### src/rtl/addsat_pipe_if.sv
// Stream bundle for addsat_pipe: operand beats in, saturated results out,
// each side with its own valid/ready pair.
interface addsat_pipe_if #(
  parameter int WIDTH = 32
);
  logic               in_valid;
  logic               in_ready;
  logic [WIDTH-1:0]   a;
  logic [WIDTH-1:0]   b;
  logic               cin;
  logic [1:0]         mode;
  logic               sat;
  logic               out_valid;
  logic               out_ready;
  logic [WIDTH-1:0]   r;
  logic               co;
  logic [WIDTH/8-1:0] sat_flags;

  modport master (
    output in_valid, a, b, cin, mode, sat, out_ready,
    input  in_ready, out_valid, r, co, sat_flags
  );

  modport slave (
    input  in_valid, a, b, cin, mode, sat, out_ready,
    output in_ready, out_valid, r, co, sat_flags
  );
endinterface

### src/rtl/addsat_pipe.sv
// Two-stage saturating lane adder (unsigned a + signed per-lane delta b)
// with valid/ready flow control and host-visible saturation statistics.
module addsat_pipe #(
  parameter int WIDTH = 32,
  parameter int CNTW  = 16
) (
  input  logic               clk,
  input  logic               resetl,
  addsat_pipe_if.slave       s,
  input  logic               sat_clr,
  output logic [WIDTH/8-1:0] sat_sticky,
  output logic [CNTW-1:0]    sat_count
);
  localparam int NB = WIDTH / 8;

  logic             v1_q, v1_d, v2_q, v2_d;
  logic [WIDTH-1:0] a_q, a_d, b_q, b_d;
  logic             cin_q, cin_d, sat_q, sat_d;
  logic [1:0]       mode_q, mode_d;
  logic [WIDTH-1:0] r_q, r_d;
  logic             co_q, co_d;
  logic [NB-1:0]    flags_q, flags_d;
  logic [NB-1:0]    sticky_q, sticky_d;
  logic [CNTW-1:0]  count_q, count_d;

  logic             ld1, ld2, xfer_in, xfer_out;
  logic [WIDTH-1:0] sum_raw, res_comb;
  logic [NB-1:0]    byte_c, lane_flag;

  assign ld2      = !v2_q || s.out_ready;
  assign ld1      = !v1_q || ld2;
  assign xfer_in  = s.in_valid && ld1;
  assign xfer_out = v2_q && s.out_ready;

  assign s.in_ready  = ld1;
  assign s.out_valid = v2_q;
  assign s.r         = r_q;
  assign s.co        = co_q;
  assign s.sat_flags = flags_q;
  assign sat_sticky  = sticky_q;
  assign sat_count   = count_q;

  // Byte-wise ripple; the carry is cut wherever a new lane starts.
  always_comb begin
    logic       c;
    logic [8:0] bsum;
    sum_raw = '0;
    byte_c  = '0;
    bsum    = '0;
    c       = cin_q;
    for (int i = 0; i < NB; i++) begin
      if (i != 0 && (mode_q == 2'd2 || (mode_q == 2'd1 && (i % 2) == 0)))
        c = 1'b0;
      bsum = {1'b0, a_q[8*i +: 8]} + {1'b0, b_q[8*i +: 8]} + {8'd0, c};
      sum_raw[8*i +: 8] = bsum[7:0];
      c         = bsum[8];
      byte_c[i] = c;
    end
  end

  // Each byte looks up the carry and delta sign of the top byte of its lane.
  for (genvar gi = 0; gi < NB; gi++) begin : g_byte
    localparam int T16 = gi | 1;
    localparam int TF  = NB - 1;
    logic top_c, top_s;
    always_comb begin
      case (mode_q)
        2'd2: begin
          top_c = byte_c[gi];
          top_s = b_q[8*gi+7];
        end
        2'd1: begin
          top_c = byte_c[T16];
          top_s = b_q[8*T16+7];
        end
        default: begin
          top_c = byte_c[TF];
          top_s = b_q[8*TF+7];
        end
      endcase
    end
    assign lane_flag[gi]       = sat_q & (top_c ^ top_s);
    assign res_comb[8*gi +: 8] = lane_flag[gi] ? {8{top_c}} : sum_raw[8*gi +: 8];
  end

  always_comb begin
    v1_d     = v1_q;
    v2_d     = v2_q;
    a_d      = a_q;
    b_d      = b_q;
    cin_d    = cin_q;
    mode_d   = mode_q;
    sat_d    = sat_q;
    r_d      = r_q;
    co_d     = co_q;
    flags_d  = flags_q;
    sticky_d = sticky_q;
    count_d  = count_q;

    if (ld1) v1_d = s.in_valid;
    if (xfer_in) begin
      a_d    = s.a;
      b_d    = s.b;
      cin_d  = s.cin;
      mode_d = s.mode;
      sat_d  = s.sat;
    end
    if (ld2) v2_d = v1_q;
    if (ld2 && v1_q) begin
      r_d     = res_comb;
      co_d    = byte_c[NB-1];
      flags_d = lane_flag;
    end

    // Clear first so a flagged transfer in the same cycle still lands.
    if (sat_clr) begin
      sticky_d = '0;
      count_d  = '0;
    end
    if (xfer_out) begin
      sticky_d = sticky_d | flags_q;
      if ((|flags_q) && (count_d != {CNTW{1'b1}}))
        count_d = count_d + CNTW'(1);
    end
  end

  always_ff @(posedge clk or negedge resetl) begin
    if (!resetl) begin
      v1_q     <= 1'b0;
      v2_q     <= 1'b0;
      a_q      <= '0;
      b_q      <= '0;
      cin_q    <= 1'b0;
      mode_q   <= 2'd0;
      sat_q    <= 1'b0;
      r_q      <= '0;
      co_q     <= 1'b0;
      flags_q  <= '0;
      sticky_q <= '0;
      count_q  <= '0;
    end else begin
      v1_q     <= v1_d;
      v2_q     <= v2_d;
      a_q      <= a_d;
      b_q      <= b_d;
      cin_q    <= cin_d;
      mode_q   <= mode_d;
      sat_q    <= sat_d;
      r_q      <= r_d;
      co_q     <= co_d;
      flags_q  <= flags_d;
      sticky_q <= sticky_d;
      count_q  <= count_d;
    end
  end
endmodule

### src/flat_wrapper.sv
// flat-port wrapper written by rule: the top's interface ports become plain ports
module addsat_pipe_flat 
#(
  parameter int WIDTH = 32,
  parameter int CNTW  = 16
)
  (clk, resetl, sat_clr, sat_sticky, sat_count, s_in_valid, s_a, s_b, s_cin, s_mode, s_sat, s_out_ready, s_in_ready, s_out_valid, s_r, s_co, s_sat_flags);
  addsat_pipe_if #(.WIDTH(WIDTH)) s_i ();
  input  logic clk;
  input  logic resetl;
  input  logic sat_clr;
  output logic [WIDTH/8-1:0] sat_sticky;
  output logic [CNTW-1:0] sat_count;
  input wire logic [$bits(s_i.in_valid)-1:0] s_in_valid;
  input wire logic [$bits(s_i.a)-1:0] s_a;
  input wire logic [$bits(s_i.b)-1:0] s_b;
  input wire logic [$bits(s_i.cin)-1:0] s_cin;
  input wire logic [$bits(s_i.mode)-1:0] s_mode;
  input wire logic [$bits(s_i.sat)-1:0] s_sat;
  input wire logic [$bits(s_i.out_ready)-1:0] s_out_ready;
  output wire logic [$bits(s_i.in_ready)-1:0] s_in_ready;
  output wire logic [$bits(s_i.out_valid)-1:0] s_out_valid;
  output wire logic [$bits(s_i.r)-1:0] s_r;
  output wire logic [$bits(s_i.co)-1:0] s_co;
  output wire logic [$bits(s_i.sat_flags)-1:0] s_sat_flags;
  assign s_i.in_valid = s_in_valid;
  assign s_i.a = s_a;
  assign s_i.b = s_b;
  assign s_i.cin = s_cin;
  assign s_i.mode = s_mode;
  assign s_i.sat = s_sat;
  assign s_i.out_ready = s_out_ready;
  assign s_in_ready = s_i.in_ready;
  assign s_out_valid = s_i.out_valid;
  assign s_r = s_i.r;
  assign s_co = s_i.co;
  assign s_sat_flags = s_i.sat_flags;
  addsat_pipe #(.WIDTH(WIDTH), .CNTW(CNTW)) u_core (.clk(clk), .resetl(resetl), .s(s_i), .sat_clr(sat_clr), .sat_sticky(sat_sticky), .sat_count(sat_count));
endmodule
### config.mk
export PLATFORM = sky130hd
export DESIGN_NAME = addsat_pipe_flat
export DESIGN_NICKNAME = d
export VERILOG_FILES = /design/src/rtl/addsat_pipe_if.sv /design/src/rtl/addsat_pipe.sv /design/src/flat_wrapper.sv
export SDC_FILE = /design/constraint.sdc
export NUM_CORES = 1
export LEC_CHECK = 0
export ABC_CLOCK_PERIOD_IN_PS = 7300
export CAP_MARGIN = 10
export CORE_UTILIZATION = 54
export CTS_BUF_LIST = sky130_fd_sc_hd__clkbuf_8
export CTS_CLUSTER_DIAMETER = 40
export CTS_CLUSTER_SIZE = 25
export DETAILED_ROUTE_END_ITERATION = 10
export PLACE_DENSITY = 0.83
export REMOVE_ABC_BUFFERS = 1
export SYNTH_ARGS = -nofsm -noshare
export SYNTH_HDL_FRONTEND = slang
export SYNTH_SLANG_ARGS = --single-unit
### constraint.sdc
create_clock -name clk -period 7.3 [get_ports clk]
set_input_delay 1.095 -clock clk [delete_from_list [all_inputs] [get_ports clk]]
set_output_delay 1.095 -clock clk [all_outputs]
set_load 0.02 [all_outputs]
==> reports/results.tsv, run 1 <==
metric	value	unit
cp_common_cell	fa_1	
final_cell_mix	clkdlybuf4s50_1, dfrtp_1, mux2_2	
final_common_cell	clkdlybuf4s50_1	
worst_pin_slew	0.904	ns
async_reset_ff_share	100	%
switching_share	35.0	%
syn_avg_cell_area	12.1	um2
synth_top_area_share	47.3	%
cts_buffer_depth	2	
cp.arrival	7.22	ns
htree_num_levels	4	
grt_max_degree	69	
start_util	55.7	%
synth_edf_count	0	
finalSetupViolCount	0	
critPathSlowestCell	fa_1	
synth_area_leaders	dfrtp_1, mux2_2, ha_1	
die_area	12900	um2
pwr-share-comb	40.4	%
cp.depth	28	
ys_types	69	
drtAntennaViolNets	0	
crit_type	reg2reg	
drv_slew	0	
port_buffers	131	
ys_warn_count	0	
via_count	4956	
wl_per_cell	17.0	um
pwr_density_cell	316	nW/um2
clkTransAtPathRegs	0.07	ns
grt_pass1_vias	5139	
crit_path_start_kind	register	
clock-sinks	127	
routabilityCongestion	0.815	
maxSlewHeadroom	39.7	%
cts-root-buf	clkbuf_8	
ios	132	
area_delta_synth_final	28.3	%
cts_buffers	17	
ys_seq_area_share	47.3	%
fin_crit	6.83	ns
avgViaCountPerCell	5.68	
die_w	114	um
synth_flop_cell	dfrtp_1	
hold_viol	0	
seqPwrFrac	36.4	%
cts_setup_buffers	0	
drtIter0Drc	325	
hp-class	reg2reg	
hold_path_depth	2	
period_share	93.6	%
finalWirelength	14900	um
critPathBufInv	3	
end_kind	register	
tritoncts	done	
grtUsageTotal	24.7	%
worstRegToRegCells	28	
switchingPower	0.000956	W
grt_pass1_wl	24600	um
drc_errors	0	
die_h	114	um
core_area	12100	um2
rows	40	
status	finished clean	
cp_top_family	compound AO/OA/AOI/OAI gates	
p_leak	3.64	nW
nNetsFinal	804	
max_stage_delay	0.45	ns
intPower	0.00177	W
worst-path-max-fanout	9	
finalClockSkew	0.0106	ns
synth_area	6720	um2
clkPwrFrac	23.2	%
first_pass_iters	5	
rsz0062_at_grt	no	
antenna_cells	0	
yosys.area.top_type	dfrtp_1	
drive_above_1_share	18.7	%
synth-seq-cells	127	
fin_util	71.5	%
grt_remaining_overflow	0	
antenna_found_initial	0	
vdd_drop_max	167	uV
synth_cells	556	
insertion_delay	0.45	ns
fin_tns_setup	0	ns
crit_required	7.69	ns
max_cap_violations	0	
fmax	0.146	GHz
post-dp-hpwl	10700	um
-- layout make-up --
cell class | instances | area [um2]
well taps | 168 | 210
clock buffers | 20 | 275
inverters | 19 | 71.3
clock inverters | 12 | 141
flip-flops and latches | 127 | 3180
repair buffers | 134 | 1330
multi-input cells | 393 | 3420
fillers | 854 | 3440
-- registers in the layout, indices dropped and copies added, names as in the netlist --
register            cells
u_core.sat_q            1
u_core.s.sat_flags      4
u_core.s.r             32
u_core.a_q             32
u_core.sat_count       16
u_core.b_q             32
u_core.v1_q             1
u_core.cin_q            1
u_core.sat_sticky       4
u_core.s.out_valid      1
u_core.s.co             1
u_core.mode_q           2
-- per-stage QoR --
step,setup slack [ns],total power [W],hold WS (ns),cells,cell area [um2]
final,0.469,0.00273,0.490,873,8620
after global routing,0.0193,0.00289,0.529,873,8620
after CTS,0.332,0.00274,0.499,873,8610
after detailed placement,0.356,0.00210,0.474,841,8190
after global placement,0.631,0.00206,0.463,841,8190
after floorplan,1.18,0.00167,0.471,539,6650
-- layer usage --
metal / up-vias / routed length (um) / global-route usage [%] / share of wire, %
met4: 0 / 293 / 10.4 / 2.0
met3: 28 / 753 / 6.22 / 5.1
met1: 2464 / 6420 / 30.7 / 43
li1: 2311 / - / - / -
met5: - / 0 / 0 / 0
met2: 153 / 7410 / 41.0 / 50
-- power by group through the flow --
| stage | sequential [W] | clock, W | combinational [W] |
|---|---|---|---|
| 3_3_place_gp | 0.000998 | 0 | 0.00107 |
| 3_5_place_dp | 0.00100 | 0 | 0.00110 |
| 2_1_floorplan | 0.00109 | 0 | 0.000581 |
| 5_1_grt | 0.00101 | 0.000681 | 0.00120 |
| 4_1_cts | 0.000992 | 0.000646 | 0.00110 |
| 6_report | 0.000993 | 0.000634 | 0.00110 |
-- cell families (layout without fill, tap and decap cells) --
family,count (synthesis),in the layout,share of synthesized area [%]
AO/OA/AOI/OAI,108,108,14.8
XOR/XNOR,38,38,4.95
adder cells (fa/ha/maj),39,39,8.15
buffers and inverters,36,185,2.18
flip-flops,127,127,47.3
multiplexers,72,72,12.0
AND/OR/NAND/NOR,136,136,10.6
-- cell usage after synthesis, drive strengths merged (4+ instances only) --
master / n
nor2: 46
a21oi: 19
inv: 19
o22a: 8
o21a: 4
nand3: 16
mux2: 70
buf: 11
dfrtp: 127
a31oi: 5
ha: 31
nand2: 19
fa: 8
xnor2: 19
a21o: 7
a211oi: 6
xor2: 19
clkbuf: 6
nor3: 10
nand2b: 9
o21ai: 11
nor2b: 8
a221o: 22
and2: 6
-- path summary, 6_finish.rpt --
check / slack, ns / from / end
max in group asynchronous: 5.28 / resetl / u_core.b_q[3]$_DFFE_PN0P_
setup reg to reg: 0.47 / u_core.cin_q$_DFFE_PN0P_ / u_core.s.r[6]$_DFFE_PN0P_
min in group asynchronous: 0.72 / resetl / u_core.sat_count[4]$_DFF_PN0_
setup / recovery: 0.47 / u_core.cin_q$_DFFE_PN0P_ / u_core.s.r[6]$_DFFE_PN0P_
hold reg to reg: 0.49 / u_core.s.co$_DFFE_PN0P_ / u_core.s.co$_DFFE_PN0P_
hold / removal: 0.49 / u_core.s.co$_DFFE_PN0P_ / u_core.s.co$_DFFE_PN0P_
-- timing repair --
item                                   CTS  global route
endpoints found under the hold margin    0             0
hold buffers                             0             0
resized for setup                        0             3
setup endpoints to repair                0            34
-- worst reg2reg max path, delay by kind of cell (launching register included) --
family,cells,cell delay [ns]
adder cells (fa/ha/maj),8,2.47
flip-flops,1,0.36
buffers and inverters,3,0.22
AND/OR/NAND/NOR,5,1.11
AO/OA/AOI/OAI,12,2.61
(Power assumes the default switching activity.)
==> run 2, diff against run 1 <==
--- a/config.mk
+++ b/config.mk
@@ -7,6 +7,8 @@
 export LEC_CHECK = 0
 export ABC_CLOCK_PERIOD_IN_PS = 7300
 export CAP_MARGIN = 10
+export CORE_ASPECT_RATIO = 1.75
+export CORE_MARGIN = 8
 export CORE_UTILIZATION = 54
 export CTS_BUF_LIST = sky130_fd_sc_hd__clkbuf_8
 export CTS_CLUSTER_DIAMETER = 40
==> reports/results.tsv, run 2 (synthesis gave the netlist of run 1 again) <==
metric	value	unit	change
rows	54		was 40
cts_buffers	17		unchanged
hold_start	u_core.a_q[2]$_DFFE_PN0P_		was u_core.s.co$_DFFE_PN0P_
hold_viol	0		unchanged
routabilityCongestion	0.876		was 0.815
drtIter0Drc	248		was 325
dp_cells	842		was 841
vdd_drop_max	186	uV	was 167 uV
drive_above_1_share	18.7	%	about the same
hp-class	reg2reg		unchanged
drc_errors	0		unchanged
die_w	100	um	was 114 um
drtAntennaViolNets	0		unchanged
crit_type	reg2reg		unchanged
critPathSlowestCell	fa_1		unchanged
final_common_cell	clkdlybuf4s50_1		unchanged
layout.cells.non_filler	875		was 873
ios	132		unchanged
die_h	164	um	was 114 um
grtUsageTotal	20.5	%	was 24.7%
hold_path_depth	1		was 2
core_area	12300	um2	was 12,100 um2
cp_common_cell	fa_1		unchanged
post-dp-hpwl	12400	um	was 10,700 um
crit_path_start	u_core.cin_q$_DFFE_PN0P_		unchanged
crit_path_start_kind	register		unchanged
max_cap_violations	0		unchanged
avgViaCountPerCell	5.70		was 5.68
end_kind	register		unchanged
clkTransAtPathRegs	0.07	ns	about the same
via_count	4985		was 4,956
worst_pin_slew	1.06	ns	was 0.904 ns
cp.arrival	7.18	ns	was 7.22 ns
ff2ff_setup_slack	0.42	ns	was 0.47 ns
pwr_density_cell	319	nW/um2	was 316 nW/um2
fmax	0.145	GHz	was 0.146 GHz
grt_remaining_overflow	0		unchanged
port_buffers	131		unchanged
cts-root-buf	clkbuf_8		unchanged
antenna_cells	0		unchanged
maxSlewHeadroom	29.2	%	was 39.7%
pre_cts_slack	0.423	ns	was 0.356 ns
cts_buffer_depth	2		unchanged
wl_per_cell	18.7	um	was 17.0 um
max_stage_delay	0.43	ns	was 0.45 ns
hold_buffers	0		unchanged
hold-path-endpoint	u_core.a_q[2]$_DFFE_PN0P_		was u_core.s.co$_DFFE_PN0P_
final_cell_mix	clkdlybuf4s50_1, dfrtp_1, mux2_2		unchanged
period_share	94.2	%	was 93.6%
fin_crit	6.88	ns	was 6.83 ns
htree_num_levels	4		unchanged
rr_startpoint	u_core.cin_q$_DFFE_PN0P_		unchanged
antenna_found_initial	0		unchanged
status	finished clean		unchanged
grt_pass1_vias	5399		was 5,139
start_util	54.7	%	was 55.7%
critPathBufInv	3		unchanged
fin_util	70.2	%	was 71.5%
worstRegToRegCells	28		unchanged
setup_ws	0.422	ns	was 0.469 ns
first_pass_iters	5		unchanged
nNetsFinal	806		was 804
p_total	0.00275	W	was 0.00273 W
cp_top_family	compound AO/OA/AOI/OAI gates		unchanged
crit_required	7.60	ns	was 7.69 ns
finalClockSkew	0.0117	ns	was 0.0106 ns
area_delta_synth_final	28.5	%	was 28.3%
grt_pass1_wl	26400	um	was 24,600 um
p_leak	3.66	nW	was 3.64 nW
die_area	16400	um2	was 12,900 um2
tritoncts	done		unchanged
worst-path-max-fanout	9		unchanged
r2r-end	u_core.s.r[1]$_DFFE_PN0P_		was u_core.s.r[6]$_DFFE_PN0P_
grt_max_degree	88		was 69
clock-sinks	127		unchanged
fin_tns_setup	0	ns	unchanged
finalSetupViolCount	0		unchanged
drv_slew	0		unchanged
insertion_delay	0.43	ns	was 0.45 ns
finalWirelength	16300	um	was 14,900 um
run 2: cell count changes in the layout (fill, tap and decap cells not counted), sizes merged:
cell,change
buf,+2
clkinv,-1
clkinvlp,-1
inv,+2
run 2: routing by layer:
layer	share of wire, %	vias to the layer above	track usage (%)
met2	57	146	38.8
li1	-	2311	-
met3	4.9	29	5.12
met4	2.0	0	7.82
met5	0	-	0
met1	36	2499	20.7
run 2: final cells by class:
cell class,count,area (um2)
Clock buffer,20,275
Clock inverter,12,144
Fill cell,942,3660
Inverter,19,71.3
Multi-Input combinational cell,393,3410
Sequential cell,127,3180
Tap cell,168,210
Timing Repair Buffer,136,1350
run 2: worst max-delay path by stage:
stage / endpoint / slack [ns] / cells past startpoint
floorplan: u_core.s.r[16]$_DFFE_PN0P_ / 1.18 / 28
global placement: u_core.s.r[1]$_DFFE_PN0P_ / 0.71 / 28
detailed placement: u_core.s.r[27]$_DFFE_PN0P_ / 0.42 / 28
CTS: u_core.s.r[27]$_DFFE_PN0P_ / 0.28 / 28
global route: u_core.s.r[13]$_DFFE_PN0P_ / -0.05 / 28
finish: u_core.s.r[1]$_DFFE_PN0P_ / 0.42 / 28
run 2: what timing repair did:
| item | in CTS | in global routing |
|---|---|---|
| hold endpoints to repair | 0 | 0 |
| resized for setup | 0 | 2 |
| endpoints found under the setup margin | 0 | 35 |
| buffers inserted | 0 | 1 |
run 2: power breakdown:
group	total (W)	internal, W	switching, W
sequential	0.000998	0.000865	0.000133
clock	0.000630	0.000361	0.000269
combinational	0.00112	0.000553	0.000571
run 2: per-stage QoR:
stage | hold slack, ns | instance area (um2)
after floorplan | 0.471 | 6650
after global placement | 0.487 | 8200
after detailed placement | 0.499 | 8200
after CTS | 0.516 | 8620
after global routing | 0.533 | 8630
final | 0.513 | 8630
run 2: worst register-to-register path, delay by kind of cell (launching register included):
kind / cells / cell delay, ns
compound gates: 12 / 2.60
fa+ha+maj: 8 / 2.46
simple gates: 5 / 1.10
flops: 1 / 0.36
buf+inv: 3 / 0.23
==> run 3, diff against run 2 <==
--- a/config.mk
+++ b/config.mk
@@ -15,7 +15,7 @@
 export CTS_CLUSTER_SIZE = 25
 export DETAILED_ROUTE_END_ITERATION = 10
 export PLACE_DENSITY = 0.83
-export REMOVE_ABC_BUFFERS = 1
+export SKIP_LAST_GASP = 1
 export SYNTH_ARGS = -nofsm -noshare
 export SYNTH_HDL_FRONTEND = slang
 export SYNTH_SLANG_ARGS = --single-unit
==> reports/results.tsv, run 3 (synthesis gave the netlist of run 1 again) <==
metric	value	unit	change
core_area	12300	um2	unchanged
worst_pin_slew	0.941	ns	was 1.06 ns
vdd_drop_max	292	uV	was 186 uV
seq_area	3180	um2	unchanged
start_util	54.7	%	unchanged
cts_buffers	17		unchanged
die_h	164	um	unchanged
finalClockSkew	0.0110	ns	was 0.0117 ns
ff2ff_setup_slack	0.53	ns	was 0.42 ns
cts-root-buf	clkbuf_8		unchanged
period_share	92.8	%	was 94.2%
maxSlewHeadroom	37.3	%	was 29.2%
tritoncts	done		unchanged
wl_met3	851	um	was 806 um
die_w	100	um	unchanged
end_kind	register		unchanged
finalWirelength	16200	um	was 16,300 um
antenna_cells	0		unchanged
hold_buffers	0		unchanged
fin_crit	6.77	ns	was 6.88 ns
crit_path_start	u_core.cin_q$_DFFE_PN0P_		unchanged
via_count	4925		was 4,985
hold_path_depth	1		unchanged
critPathBufInv	3		unchanged
cts_buffer_depth	2		unchanged
hp-class	reg2reg		unchanged
grtUsageTotal	20.3	%	was 20.5%
crit_path_start_kind	register		unchanged
wl_met1	5880	um	was 5920 um
final_cell_mix	clkdlybuf4s50_1, dfrtp_1, mux2_2		unchanged
finalSetupViolCount	0		unchanged
p_total	0.00270	W	was 0.00275 W
crit_required	7.62	ns	was 7.60 ns
cp_common_cell	fa_1		unchanged
crit_type	reg2reg		unchanged
critical_path.endpoint	u_core.s.r[22]$_DFFE_PN0P_		was u_core.s.r[1]$_DFFE_PN0P_
clock-sinks	127		unchanged
insertion_delay	0.44	ns	was 0.43 ns
final_common_cell	clkdlybuf4s50_1		unchanged
nNetsFinal	805		was 806
area_delta_synth_final	28.1	%	was 28.5%
worst-path-max-fanout	9		unchanged
max_stage_delay	0.45	ns	was 0.43 ns
cp.depth	28		unchanged
critPathSlowestCell	fa_1		unchanged
fin_tns_setup	0	ns	unchanged
worstRegToRegCells	28		unchanged
drtIter0Drc	165		was 248
clkTransAtPathRegs	0.08	ns	was 0.07 ns
avgViaCountPerCell	5.64		was 5.70
rsz0062_at_grt	no		
routed-wl-met2	9010	um	was 9270 um
grt_pass1_wl	26000	um	was 26,400 um
port_buffers	131		unchanged
multi_input_area	3410	um2	about the same
grt_remaining_overflow	0		unchanged
rows	54		unchanged
routabilityCongestion	0.880		was 0.876
wl_per_cell	18.5	um	was 18.7 um
drv_slew	0		unchanged
ios	132		unchanged
rr_startpoint	u_core.cin_q$_DFFE_PN0P_		unchanged
r2r-end	u_core.s.r[22]$_DFFE_PN0P_		was u_core.s.r[1]$_DFFE_PN0P_
htree_num_levels	4		unchanged
syn-num-nets	668		
drc_errors	0		unchanged
cp.arrival	7.09	ns	was 7.18 ns
pwr_density_cell	314	nW/um2	was 319 nW/um2
drive_above_1_share	19.1	%	was 18.7%
max_cap_violations	0		unchanged
grt_pass1_vias	5367		was 5,399
p_leak	3.63	nW	was 3.66 nW
die_area	16400	um2	unchanged
routed.top_layer	met4		unchanged
post-dp-hpwl	12500	um	was 12,400 um
antenna_found_initial	0		unchanged
first_pass_iters	5		unchanged
cp_top_family	compound AO/OA/AOI/OAI gates		unchanged
hold_viol	0		unchanged
drtAntennaViolNets	0		unchanged
fill_cells	927		was 942
grt_max_degree	77		was 88
status	finished clean		unchanged
fmax	0.148	GHz	was 0.145 GHz
run 3: cell count changes in the layout (fill, tap and decap cells not counted):
cell	before	now
buf_4	6	5
bufinv_16	3	1
clkbuf_8	20	21
clkinv_4	2	1
clkinvlp_4	2	4
inv_1	22	19
inv_6	0	3
nor3_1	7	6
nor3_2	1	2
run 3: report_power, final:
group          switching (W)  leakage [nW]  internal (W)
registers           0.000127          1.54      0.000864
clock network       0.000282         0.191      0.000308
logic               0.000571          1.90      0.000553
total               0.000979          3.63       0.00172
run 3: worst reg2reg max path, delay by kind of cell (launching register included):
kind | cells | cell delay (ns)
simple gates | 5 | 1.04
buf+inv | 3 | 0.26
flops | 1 | 0.35
compound gates | 12 | 2.61
fa+ha+maj | 8 | 2.41
run 3: metal layers:
metal | track usage, % | vias to the layer above
met5 | 0 | -
met4 | 9.83 | 0
met3 | 5.34 | 33
met2 | 37.5 | 144
met1 | 20.4 | 2436
li1 | - | 2312
run 3: area by class of cell:
class	count	area share, %
Multi-Input combinational cell	393	39.7
Sequential cell	127	36.9
Clock inverter	11	1.22
Timing Repair Buffer	135	15.6
Inverter	19	0.829
Clock buffer	21	3.36
Tap cell	168	2.44
run 3: through the flow:
step | util [%] | cells | area [um2] | hold WS (ns) | setup WS, ns
3_3_place_gp | 66.6 | 841 | 8190 | 0.487 | 0.605
3_5_place_dp | 66.6 | 841 | 8190 | 0.496 | 0.330
2_1_floorplan | - | 556 | 6720 | 0.471 | 1.18
4_1_cts | 69.8 | 873 | 8580 | 0.513 | 0.332
6_report | 70.0 | 874 | 8610 | 0.514 | 0.528
5_1_grt | 70.0 | 874 | 8610 | 0.523 | 0.0748
run 3: how the worst min path moves through the flow:
stage	from	endpoint
after floorplan	u_core.v1_q$_DFFE_PN0N_	u_core.s.out_valid$_DFFE_PN0P_
after global placement	u_core.b_q[0]$_DFFE_PN0P_	u_core.b_q[0]$_DFFE_PN0P_
after detailed placement	u_core.b_q[0]$_DFFE_PN0P_	u_core.b_q[0]$_DFFE_PN0P_
after CTS	u_core.b_q[0]$_DFFE_PN0P_	u_core.b_q[0]$_DFFE_PN0P_
after global routing	u_core.b_q[0]$_DFFE_PN0P_	u_core.b_q[0]$_DFFE_PN0P_
final	u_core.s.r[9]$_DFFE_PN0P_	u_core.s.r[9]$_DFFE_PN0P_
run 3: repair_timing:
| action | 4_1_cts | 5_1_grt |
|---|---|---|
| gates resized for setup | 0 | 3 |
| setup endpoints to repair | 0 | 35 |
| setup buffers | 0 | 1 |
